==> src/rtl/lb_pkg.sv <==
// Shared definitions for the local-bus register file: register indices,
// unmapped-read value and read-FSM state encoding.
package lb_pkg;

    localparam logic [2:0] IDX_ID      = 3'd0;
    localparam logic [2:0] IDX_SCRATCH = 3'd1;
    localparam logic [2:0] IDX_CTRL    = 3'd2;
    localparam logic [2:0] IDX_STATUS  = 3'd3;
    localparam logic [2:0] IDX_CYCLE   = 3'd4;
    localparam logic [2:0] IDX_USER5   = 3'd5;
    localparam logic [2:0] IDX_USER6   = 3'd6;
    localparam logic [2:0] IDX_USER7   = 3'd7;

    localparam logic [31:0] UNMAPPED_DATA = 32'hDEAD_BEEF;

    typedef enum logic {
        ST_IDLE = 1'b0,
        ST_WAIT = 1'b1
    } rd_state_e;

endpackage

==> src/rtl/lb_rd_delay.sv <==
// Read-latency FSM: samples read data on an accepted request and presents it
// with a one-cycle finish pulse C_RD_LATENCY cycles later.
module lb_rd_delay
    import lb_pkg::*;
#(
    parameter int C_DATA_WIDTH = 32,
    parameter int C_RD_LATENCY = 2
) (
    input  logic                    clk_i,
    input  logic                    rst_ni,
    input  logic                    rreq_i,
    input  logic [C_DATA_WIDTH-1:0] data_i,
    output logic                    rfinish_o,
    output logic [C_DATA_WIDTH-1:0] rdata_o,
    output logic                    overrun_o
);

    localparam logic [3:0] LOAD_CNT = 4'(C_RD_LATENCY - 1);

    rd_state_e                state_q, state_d;
    logic [3:0]               cnt_q, cnt_d;
    logic [C_DATA_WIDTH-1:0]  hold_q, hold_d;
    logic [C_DATA_WIDTH-1:0]  rdata_q, rdata_d;
    logic                     rfinish_q, rfinish_d;

    always_comb begin
        state_d   = state_q;
        cnt_d     = cnt_q;
        hold_d    = hold_q;
        rdata_d   = rdata_q;
        rfinish_d = 1'b0;
        overrun_o = 1'b0;
        case (state_q)
            ST_IDLE: begin
                if (rreq_i) begin
                    // A single-cycle latency never needs the WAIT state.
                    if (C_RD_LATENCY == 1) begin
                        rfinish_d = 1'b1;
                        rdata_d   = data_i;
                    end else begin
                        state_d = ST_WAIT;
                        cnt_d   = LOAD_CNT;
                        hold_d  = data_i;
                    end
                end
            end
            ST_WAIT: begin
                overrun_o = rreq_i;
                if (cnt_q == 4'd1) begin
                    rfinish_d = 1'b1;
                    rdata_d   = hold_q;
                    state_d   = ST_IDLE;
                end else begin
                    cnt_d = cnt_q - 4'd1;
                end
            end
            default: state_d = ST_IDLE;
        endcase
    end

    always_ff @(posedge clk_i or negedge rst_ni) begin
        if (!rst_ni) begin
            state_q   <= ST_IDLE;
            cnt_q     <= '0;
            hold_q    <= '0;
            rdata_q   <= '0;
            rfinish_q <= 1'b0;
        end else begin
            state_q   <= state_d;
            cnt_q     <= cnt_d;
            hold_q    <= hold_d;
            rdata_q   <= rdata_d;
            rfinish_q <= rfinish_d;
        end
    end

    assign rfinish_o = rfinish_q;
    assign rdata_o   = rdata_q;

endmodule

==> src/rtl/lb_regfile.sv <==
// Local-bus slave with eight 32-bit registers: ID, scratch, control, sticky
// status, free-running cycle counter and three user registers.
module lb_regfile
    import lb_pkg::*;
#(
    parameter int                      C_ADDR_WIDTH = 16,
    parameter int                      C_DATA_WIDTH = 32,
    parameter logic [C_ADDR_WIDTH-1:0] C_BASE_ADDR  = '0,
    parameter int                      C_RD_LATENCY = 2,
    parameter logic [31:0]             C_ID         = 32'h4C42_5246
) (
    input  logic                    LB_CLK_I,
    input  logic                    LB_RSTN_I,
    input  logic [C_ADDR_WIDTH-1:0] LB_WADDR_I,
    input  logic [C_DATA_WIDTH-1:0] LB_WDATA_I,
    input  logic                    LB_WREQ_I,
    input  logic [C_ADDR_WIDTH-1:0] LB_RADDR_I,
    input  logic                    LB_RREQ_I,
    output logic [C_DATA_WIDTH-1:0] LB_RDATA_O,
    output logic                    LB_RFINISH_O,
    input  logic [15:0]             STATUS_SET_I,
    output logic [31:0]             CTRL_O,
    output logic [95:0]             USER_O,
    output logic                    IRQ_O
);

    logic [C_ADDR_WIDTH-1:0] widx, ridx;
    logic                    wr_hit, rd_hit, wr_status, overrun;
    logic [2:0]              wsel, rsel;
    logic [15:0]             status_clr;
    logic [C_DATA_WIDTH-1:0] rd_mux;

    logic [C_DATA_WIDTH-1:0] scratch_q, scratch_d, ctrl_q, ctrl_d, cycle_q, cycle_d;
    logic [C_DATA_WIDTH-1:0] user5_q, user5_d, user6_q, user6_d, user7_q, user7_d;
    logic [15:0]             status_q, status_d;
    logic                    ovr_q, ovr_d, irq_q, irq_d;

    // Unsigned wrap makes addresses below the base land far outside the window.
    assign widx   = LB_WADDR_I - C_BASE_ADDR;
    assign ridx   = LB_RADDR_I - C_BASE_ADDR;
    assign wsel   = widx[2:0];
    assign rsel   = ridx[2:0];
    assign wr_hit = LB_WREQ_I && (widx[C_ADDR_WIDTH-1:3] == '0);
    assign rd_hit = (ridx[C_ADDR_WIDTH-1:3] == '0);

    assign wr_status  = wr_hit && (wsel == IDX_STATUS);
    assign status_clr = wr_status ? LB_WDATA_I[15:0] : 16'h0000;

    always_comb begin
        scratch_d = scratch_q;
        ctrl_d    = ctrl_q;
        user5_d   = user5_q;
        user6_d   = user6_q;
        user7_d   = user7_q;
        if (wr_hit) begin
            case (wsel)
                IDX_SCRATCH: scratch_d = LB_WDATA_I;
                IDX_CTRL:    ctrl_d    = LB_WDATA_I;
                IDX_USER5:   user5_d   = LB_WDATA_I;
                IDX_USER6:   user6_d   = LB_WDATA_I;
                IDX_USER7:   user7_d   = LB_WDATA_I;
                default:     ;
            endcase
        end
        cycle_d  = (wr_hit && (wsel == IDX_CYCLE)) ? '0 : cycle_q + 1'b1;
        // New set pulses are OR-ed in after the clear so a set always wins.
        status_d = STATUS_SET_I | (status_q & ~status_clr);
        ovr_d    = overrun | (ovr_q & ~(wr_status & LB_WDATA_I[31]));
        irq_d    = |(status_q & ctrl_q[15:0]);
    end

    always_comb begin
        rd_mux = UNMAPPED_DATA;
        if (rd_hit) begin
            case (rsel)
                IDX_ID:      rd_mux = C_ID;
                IDX_SCRATCH: rd_mux = scratch_q;
                IDX_CTRL:    rd_mux = ctrl_q;
                IDX_STATUS:  rd_mux = {ovr_q, 15'h0000, status_q};
                IDX_CYCLE:   rd_mux = cycle_q;
                IDX_USER5:   rd_mux = user5_q;
                IDX_USER6:   rd_mux = user6_q;
                IDX_USER7:   rd_mux = user7_q;
                default:     rd_mux = UNMAPPED_DATA;
            endcase
        end
    end

    always_ff @(posedge LB_CLK_I or negedge LB_RSTN_I) begin
        if (!LB_RSTN_I) begin
            scratch_q <= '0;
            ctrl_q    <= '0;
            cycle_q   <= '0;
            user5_q   <= '0;
            user6_q   <= '0;
            user7_q   <= '0;
            status_q  <= '0;
            ovr_q     <= 1'b0;
            irq_q     <= 1'b0;
        end else begin
            scratch_q <= scratch_d;
            ctrl_q    <= ctrl_d;
            cycle_q   <= cycle_d;
            user5_q   <= user5_d;
            user6_q   <= user6_d;
            user7_q   <= user7_d;
            status_q  <= status_d;
            ovr_q     <= ovr_d;
            irq_q     <= irq_d;
        end
    end

    lb_rd_delay #(
        .C_DATA_WIDTH (C_DATA_WIDTH),
        .C_RD_LATENCY (C_RD_LATENCY)
    ) u_rd_delay (
        .clk_i     (LB_CLK_I),
        .rst_ni    (LB_RSTN_I),
        .rreq_i    (LB_RREQ_I),
        .data_i    (rd_mux),
        .rfinish_o (LB_RFINISH_O),
        .rdata_o   (LB_RDATA_O),
        .overrun_o (overrun)
    );

    assign CTRL_O = ctrl_q;
    assign USER_O = {user7_q, user6_q, user5_q};
    assign IRQ_O  = irq_q;

endmodule

==> config.mk <==
export PLATFORM = sky130hd
export DESIGN_NAME = lb_regfile
export DESIGN_NICKNAME = d
export VERILOG_FILES = /design/src/rtl/lb_pkg.sv /design/src/rtl/lb_rd_delay.sv /design/src/rtl/lb_regfile.sv
export SDC_FILE = /design/constraint.sdc
export NUM_CORES = 1
export LEC_CHECK = 0
export CAP_MARGIN = 20
export CORE_MARGIN = 2
export CORE_UTILIZATION = 52
export DETAILED_ROUTE_END_ITERATION = 10
export HOLD_SLACK_MARGIN = 0.06
export PLACE_DENSITY = 0.8
export SKIP_LAST_GASP = 1
export SYNTH_ARGS = -nofsm -noshare
export SYNTH_HDL_FRONTEND = slang
export SYNTH_SLANG_ARGS = --single-unit
==> constraint.sdc <==
create_clock -name LB_CLK_I -period 2.4 [get_ports LB_CLK_I]
set_clock_uncertainty 0.2 [all_clocks]
set_input_delay 0.48 -clock LB_CLK_I [delete_from_list [all_inputs] [get_ports LB_CLK_I]]
set_output_delay 0.48 -clock LB_CLK_I [all_outputs]
set_load 0.1 [all_outputs]
# Word level (Yosys, flattened, before mapping)
# Index checks and enable logic that the tools add are counted.
[totals]
register_bits = 280
latch_bits = 0
mem_bits_rw = 0
romBits = 0
input_bits = 84
out_inout_bits = 162
memories = 0
[op_classes]
add_sub_neg = 2
mul = 0
div = 0
n_lt_le_gt_ge = 0
n_eq_ne = 17
shift = 0
mux = 13
bitwise = 9
n_reduce_logical = 15
[op_table]
columns = ["cell", "n"]
rows = [
  ["32-bit case mux with 8 select lines", 1],
  ["32-bit two-way mux", 2],
  ["32-bit by 1-bit adder with 32-bit output (second input constant)", 1],
  ["16-bit bitwise AND", 2],
  ["13-bit zero test", 2],
  ["3-bit equality test (second input constant)", 8],
  ["16-bit two-way mux", 1],
  ["16-bit NOT", 1],
  ["16-bit OR", 1],
  ["2-bit AND reduction", 8],
  ["16-bit OR reduction", 1],
  ["3-bit by 2-bit equality test with 1-bit output (second input constant)", 4],
  ["4-bit two-way mux", 2],
  ["4-bit case mux with 2 select lines", 1],
  ["3-bit by 1-bit equality test with 1-bit output (second input constant)", 2],
  ["1-bit two-way mux", 5],
  ["4-bit by 1-bit equality test with 1-bit output (second input constant)", 1],
  ["2-bit inequality test (second input constant)", 2],
  ["4-bit by 1-bit subtractor with 4-bit output (second input constant)", 1],
  ["1-bit logical AND", 3],
  ["3-bit zero test", 1],
  ["1-bit bitwise AND", 2],
  ["1-bit NOT", 2],
  ["1-bit case mux with 2 select lines", 1],
  ["1-bit OR", 1],
]

# Depth between registers and ports, before layout
# Gate-level depths: netlist of run 1.
[depth]
word_depth = 7
ltp_mapped = 8

# Cells and area by module
# From an unflattened synthesis of run 1, not the netlist that was laid out.
[unflattened]
cells_unflattened = 1066
hier_area_um2 = 13031.2
[by_module_without_submodules]
columns = ["mod", "instances", "cells_per_inst", "area_per_inst_um2"]
rows = [
  ["lb_regfile", 1, 829, 10151.0],
  ["lb_rd_delay", 1, 237, 2880.3],
]

# Worst setup path after synthesis of run 1
# Ideal clock, no wire load.
[synth_path]
kind = "input to register"
start = "input LB_WADDR_I[11]"
end = "register user5_q[11]"
setup_ps = 126
t_arrival_ps = 1955
t_required_ps = 2074
slack_ps = 119
stages = 6
n_path_buf = 1
cell_sequence = "nor4_2 nand4b_2 or2_4 nor2_8 buf_8 mux2_2"
[synth_via]
elab_chain_len = 3
[synth_lines]
columns = ["element", "line", "text"]
rows = [
  ["start: declaration", "lb_regfile.sv:14", "input logic [C_ADDR_WIDTH-1:0] LB_WADDR_I,"],
  ["13-bit zero test", "lb_regfile.sv:43", "assign wr_hit = LB_WREQ_I && (widx[C_ADDR_WIDTH-1:3] == '0);"],
  ["1-bit logical AND", "lb_regfile.sv:43", ""],
  ["2-bit AND reduction (no source line)", "-", ""],
  ["end signal: assignment", "lb_regfile.sv:104", "user5_q <= user5_d;"],
  ["end: declaration", "lb_regfile.sv:34", "logic [C_DATA_WIDTH-1:0] user5_q, user5_d, user6_q, user6_d, user7_q, user7_d;"],
]
# No other way between the ends.
# A chain may end at the register's enable or synchronous reset.

# Final worst setup path of run 1
[layout_path]
start = "input LB_WADDR_I[11]"
end = "register ctrl_q[8], in the netlist CTRL_O[8]"
[layout_via]
elab_chain_len = 3
[layout_lines]
columns = ["element", "line", "text"]
rows = [
  ["13-bit zero test", "lb_regfile.sv:43", ""],
  ["1-bit logical AND", "lb_regfile.sv:43", ""],
  ["2-bit AND reduction (no source line)", "-", ""],
  ["end signal: assignment", "lb_regfile.sv:102", "ctrl_q <= ctrl_d;"],
  ["end: declaration", "lb_regfile.sv:33", "logic [C_DATA_WIDTH-1:0] scratch_q, scratch_d, ctrl_q, ctrl_d, cycle_q, cycle_d;"],
]
# No other way between the ends.

==> out/results.txt, run 1 <==
Status: finished, final reports clean
Num ports: 246
Fillers: 1706
PnR worst setup slack: 0.0947 ns
Seq cells post-synth: 280
First DRT Iteration DRCs: 865
Die Height: 161 um
Synth Cell Area: 12800 um2
Most frequent cells in the layout: 280 x dfrtp_1, 219 x buf_4, 148 x mux2_2, 79 x nor2_1, 79 x clkdlybuf4s50_1
Post-Route WL: 36400 um
Crit path max fanout: 17
Vias post-DR: 9519
Crit. End Element: flip-flop
CTS buffer count: 29
CTS tree: done
Core outline area: 24200 um2
H-tree depth: 1
Startpoint types: input pin
Placement Cell Area: 15700 um2
Ys async rst share: 1.00
R2R Path Start: u_rd_delay.state_q
Gpl congestion: 0.889
Post-route cell area: 16700 um2
N_diodes: 0
# DRC: 0
Tmin final: 2.31 ns
Max-cap violations: 0
Clock Pin Slew Worst Setup and Hold Paths: 0.07 ns
Worst-Margin Slew: 0.758 ns
HP Class: in -> async
First-pass GRT wire length: 56500 um
Register Area: 7010 um2
First-pass DRT Iterations: 7
Routed Antenna Nets: 0
CTS Buffer Depth: 3
CP Depth: 7
Yosys warnings: 0
# port buffers: 245
FMAX: 434 MHz
R2r endpoint: u_rd_delay.hold_q[6]
CP Launch Point: LB_WADDR_I[11]
Grt total ovfl: 0
Total power: 10800 uW
FF-to-FF setup slack: 0.32 ns
Dpl ws: -0.469 ns
Clock sink count: 280
Critical path class: in -> reg
Fraction of layout cells with a size suffix above 1: 0.365
# resized after CTS: 0
Die X: 161 um
Cell Pwr Density: 646 nW/um2
Crit-path max cell delay: 0.41 ns
Kind of cell adding the most delay to the critical path: simple AND/OR/NAND/NOR gates
Slowest CP cell: clkdlybuf4s50_1
Final std cells w/o fill: 1638
Rel. slew slack: 0.493
Final-stage net count: 1382
Post-synth EDFFs: 0
Worst Reg-to-Reg Cells: 7
WP data arrival: 2.53 ns
# placed instances: 1587
Net Count, Synth: 1086
DP HPWL: 26100 um
Total die area: 25900 um2
CP cell instances: clkdlybuf4s50_1 -> nor4_2 -> and4b_1 -> nand4b_2 -> nor2_4 -> buf_12 -> mux2_2
Max-slew violations: 0
Commonest non-fill, non-tap cell in the layout: dfrtp_1
Worst-skew pair later-pin latency: 0.55 ns
Initial antenna violation count: 0
Seq/Total Area, Yosys: 0.548
Layout area overhead: 30.6%
Setup TNS Final: 0 ns
FP Rows: 57
Post-synthesis cell count: 999
Wire per inst: 22.2 um
RSZ-0062 raised after global routing: false
Area of the multi-input gates: 5400 um2
Worst EP required: 2.63 ns
Crit path to: CTRL_O[8]
Vias/cell: 5.81
Initial Utilization: 0.528
Syn avg cell area: 12.8 um2
Netlist cell types: 61
Setup Viol. Count Final: 0
Total track usage: 0.279
Largest net degree at the start of global routing: 83
Root buf cell: clkbuf_16
Lkg Pwr: 0.00783 uW
Ys flop type: dfrtp_1
CP bufs+invs: 2
Fin crit share: 0.961
Vias in the first global route: 9900
Final Hold Viols: 0
Worst VDD drop: 0.508 mV
==> sequential cells by signal (all words and copies together), names as in the netlist, 32 cells and up <==
register	flops
scratch_q	32
user5_q	32
u_rd_delay.rdata_o	32
cycle_q	32
user6_q	32
user7_q	32
CTRL_O	32
u_rd_delay.hold_q	32
==> per-layer routing <==
| layer | vias up | global-route usage | part of all wire |
|---|---|---|---|
| met5 | - | 0 | 0 |
| met4 | 0 | 0.0552 | 0.014 |
| met3 | 47 | 0.0563 | 0.083 |
| met2 | 395 | 0.452 | 0.47 |
| met1 | 4840 | 0.396 | 0.43 |
| li1 | 4237 | - | - |
==> where the power goes <==
part | internal, uW | switching (uW) | leakage (uW)
Sequential | 4790 | 72.5 | 0.00355
Clock | 2810 | 1870 | 0.000488
Combinational | 477 | 769 | 0.00379
Total | 8080 | 2710 | 0.00783
==> worst reg2reg max path: cells and delay by family (launching register included) <==
kind	cells	cell delay, ns
flops	1	0.38
buf+inv	2	0.43
compound gates	2	0.27
simple gates	3	0.68
==> cells in the mapped netlist, types with 3 or more instances <==
cell       number  area [um2]
a211oi_1        5        37.5
a21o_1         20         150
a21oi_1        32         160
a221oi_1       13         114
a22o_1          8        70.1
a22oi_1        15         113
a311oi_1        3        26.3
a31oi_1         6        37.5
and2_1          3        18.8
and3_1          7        43.8
buf_1           3        11.3
buf_2          17        85.1
buf_6          12         135
buf_8           3        45.0
clkbuf_1       21        78.8
dfrtp_1       280        7010
ha_1            3        37.5
inv_1           9        33.8
mux2_1         47         529
mux2_2        148        1670
mux2_4         10         150
mux2i_1        23         230
mux4_2         13         293
nand2_1        57         214
nand2b_1        3        18.8
nand3_1        20         100
nand4_1        18         113
nor2_1         79         297
nor2_8          3        60.1
nor2b_1         8        50.1
nor3_1          6        30.0
nor4_1          4        25.0
o211ai_1        3        22.5
o21ai_0        26         130
o22a_1          9        78.8
o22ai_1         3        18.8
o2bb2ai_1       3        26.3
xnor2_1         4        35.0
xor2_1         25         219
==> area by class of cell <==
cell class / count / share of cell area
flip-flops and latches: 280 / 0.419
multi-input cells: 651 / 0.323
repair buffers: 323 / 0.172
clock buffers: 34 / 0.0458
well taps: 324 / 0.0243
clock inverters: 16 / 0.0130
inverters: 10 / 0.00225
==> cells by family (layout without fill, tap and decap cells) <==
group,Yosys count,in the layout,synth area share
compound gates,156,156,0.0840
xor+xnor,29,29,0.0199
fa+ha+maj,3,3,0.00293
buf+inv,68,383,0.0319
flops,280,280,0.548
mux,241,241,0.224
simple gates,222,222,0.0895
==> how the worst min path moves through the flow <==
stage                          from          end  slack, ns
final                     LB_RSTN_I   user7_q[9]       0.24
after floorplan           LB_RSTN_I    CTRL_O[0]      -0.02
after global placement    LB_RSTN_I  status_q[9]       0.22
after CTS                 LB_RSTN_I   user7_q[9]       0.24
after global routing      LB_RSTN_I  status_q[9]       0.27
after detailed placement  LB_RSTN_I  status_q[9]       0.22
==> metrics by stage <==
step	util	hold slack [ns]
4_1_cts	0.689	0.240
3_3_place_gp	0.648	0.216
2_1_floorplan	-	-0.0156
3_5_place_dp	0.648	0.215
5_1_grt	0.689	0.272
6_report	0.689	0.235
==> what timing repair did <==
item / 4_1_cts / 5_1_grt
endpoints found under the hold margin: 62 / 0
setup endpoints to repair: 0 / 0
hold buffers: 1 / 0
setup buffers: 0 / 0
Note: power is estimated with default switching activity, not from simulation.
==> run 2: changes to the inputs <==
CORE_UTILIZATION = 53   (was 52)
PLACE_DENSITY = 0.81   (was 0.8)
SYNTH_HIERARCHICAL = 1   (was default)
==> run 2 against run 1 <==
Compared with the run above: sequential power increased by 2%; clock power increased by 6.4%; wire length increased by 7.6%; critical path type is now reg -> reg; critical endpoint is now cycle_q[22]; highest routed layer is now met5.
==> out/results.txt, run 2 <==
Status: finished, final reports clean
Gpl congestion: 0.919
CTS buffer count: 28
Netlist cell types: 60
Worst EP required: 2.66 ns
Hold path start: u_rd_delay/hold_q[22]
Max-cap violations: 0
CTS tree: done
R2R Path Start: cycle_q[1]
Most frequent cells after synthesis: 280 x dfrtp_1, 180 x mux2_2, 122 x nand2_1
FMAX: 425 MHz
Critical path class: reg -> reg
Fin crit share: 0.981
Routed Antenna Nets: 0
Worst VDD drop: 0.554 mV
Root buf cell: clkbuf_16
Yosys warnings: 6
Setup Viol. Count Final: 0
Synth Cell Area: 13000 um2
# DRC: 0
Fraction of layout cells with a size suffix above 1: 0.393
Total track usage: 0.298
Initial antenna violation count: 1
Slowest CP cell: or4_4
Vias post-DR: 10500
Total die area: 25900 um2
Area of the multi-input gates: 5640 um2
# port buffers: 245
Vias/cell: 6.11
Final-stage net count: 1454
Crit path max fanout: 16
N_diodes: 0
CP Depth: 5
Post-synth EDFFs: 0
Kind of cell adding the most delay to the critical path: simple AND/OR/NAND/NOR gates
Seq/Total Area, Yosys: 0.538
Max-slew violations: 0
Wire per inst: 22.9 um
Yosys top cell by area: dfrtp_1
Synth area leaders: dfrtp_1 54%, mux2_2 16%, nand2_1 3.5%, mux2_4 3.3%, a221oi_1 2.8%
CTS Buffer Depth: 3
Vias in the first global route: 10300
Count leader, synth: dfrtp_1
Grt total ovfl: 0
Startpoint types: flip-flop
Crit. End Element: flip-flop
DP HPWL: 27800 um
Cell count of the worst hold path: 2
Ys flop type: dfrtp_1
Total power: 11700 uW
Post-synthesis cell count: 1066
Cell Pwr Density: 683 nW/um2
WP data arrival: 2.62 ns
First DRT Iteration DRCs: 947
PnR worst setup slack: 0.0449 ns
Post-Route Utilization: 0.705
Tmin final: 2.36 ns
Final Hold Viols: 0
H-tree depth: 1
FF-to-FF setup slack: 0.04 ns
Layout area overhead: 31.2%
R2r endpoint: cycle_q[22]
CP bufs+invs: 0
Hold endpoint: u_rd_delay/hold_q[22]
Lkg Pwr: 0.00822 uW
Fillers: 1739
HP Class: reg -> reg
Worst-Margin Slew: 0.996 ns
Yosys top cell area share: 0.538
Worst Reg-to-Reg Cells: 5
Largest net degree at the start of global routing: 58
Die Height: 161 um
First-pass GRT wire length: 59900 um
First-pass DRT Iterations: 8
Post-Route WL: 39100 um
RSZ-0062 raised after global routing: false
Ys async rst share: 1.00
CP cell instances: ha_2 -> nand4_2 -> or4_4 -> or4_1 -> a21oi_1
Clock sink count: 280
Die X: 161 um
Net Count, Synth: 1153
Initial Utilization: 0.537
Worst-skew pair later-pin latency: 0.54 ns
Most frequent cells in the layout: 280 x dfrtp_1, 244 x buf_4, 180 x mux2_2, 122 x nand2_1, 79 x clkdlybuf4s50_1
Crit-path max cell delay: 0.68 ns
Dpl ws: -0.459 ns
Rel. slew slack: 0.335
Register Area: 7010 um2
Num ports: 246
FP Rows: 57
Clock Pin Slew Worst Setup and Hold Paths: 0.06 ns
Commonest non-fill, non-tap cell in the layout: dfrtp_1
Syn avg cell area: 12.2 um2
Core outline area: 24200 um2
Seq cells post-synth: 280
-- run 2: changes by cell type in the layout (fill, tap and decap cells not counted), sizes merged, moves of 10 or more --
cell	previous run	this run
nand2	57	122
nor2	84	42
a221oi	13	41
xor2	25	2
buf	243	262
nand3	20	33
mux2i	23	13
or4	0	10
-- run 2: kinds of logic (layout without fill, tap and decap cells) --
| family | Yosys count | count (layout) | share of synthesized area |
|---|---|---|---|
| flops | 280 | 280 | 0.538 |
| mux | 236 | 236 | 0.220 |
| xor+xnor | 12 | 12 | 0.00807 |
| compound gates | 165 | 165 | 0.0926 |
| buf+inv | 83 | 405 | 0.0323 |
| fa+ha+maj | 3 | 3 | 0.00288 |
| simple gates | 287 | 287 | 0.107 |
-- run 2: area by class of cell --
cell class	instances	area share
Clock buffer	37	0.0471
Clock inverter	14	0.0150
Inverter	12	0.00263
Multi-Input combinational cell	703	0.330
Sequential cell	280	0.410
Tap cell	324	0.0237
Timing Repair Buffer	342	0.172
-- run 2: stage by stage --
stage / instance area, um2 / hold slack (ns) / TNS (ns) / instances
2_1_floorplan: 13000 / -0.0156 / 0 / 1066
3_3_place_gp: 16000 / 0.256 / -53.77 / 1658
3_5_place_dp: 16000 / 0.261 / -55.28 / 1658
4_1_cts: 17100 / 0.283 / 0 / 1710
5_1_grt: 17100 / 0.301 / 0 / 1712
6_report: 17100 / 0.278 / 0 / 1712
-- run 2: report_power, final --
part	total [uW]	switching [uW]	leakage [uW]	internal, uW
Sequential	4980	110	0.00360	4870
Combinational	1710	1160	0.00411	555
Clock	4980	1870	0.000512	3110
-- run 2: repair_timing --
action,CTS,global route
pin swaps,0,0
gates resized for setup,2,4
setup endpoints to repair,5,40
hold buffers,1,0
endpoints found under the hold margin,49,0
buffers inserted,0,3
-- run 2: worst reg2reg max path: stages, from the launching register on --
cell and delay (ns):
dfrtp_1 0.36, ha_2 0.20, nand4_2 0.13, or4_4 0.68
or4_1 0.55, a21oi_1 0.18
-- run 2: worst max path at each step --
stage                         startpoint           to
after floorplan            LB_WADDR_I[4]   CTRL_O[15]
after CTS                     cycle_q[1]  cycle_q[22]
after global routing          cycle_q[1]  cycle_q[22]
after detailed placement  LB_WADDR_I[11]   CTRL_O[25]
final                         cycle_q[1]  cycle_q[22]
after global placement     LB_WADDR_I[4]   CTRL_O[23]
-- run 2: metal layers --
metal,vias up,part of all wire,GRT usage
met5,-,0.00036,0
met4,2,0.028,0.0950
met3,79,0.090,0.0517
met2,554,0.46,0.458
met1,5315,0.43,0.437
li1,4508,-,-
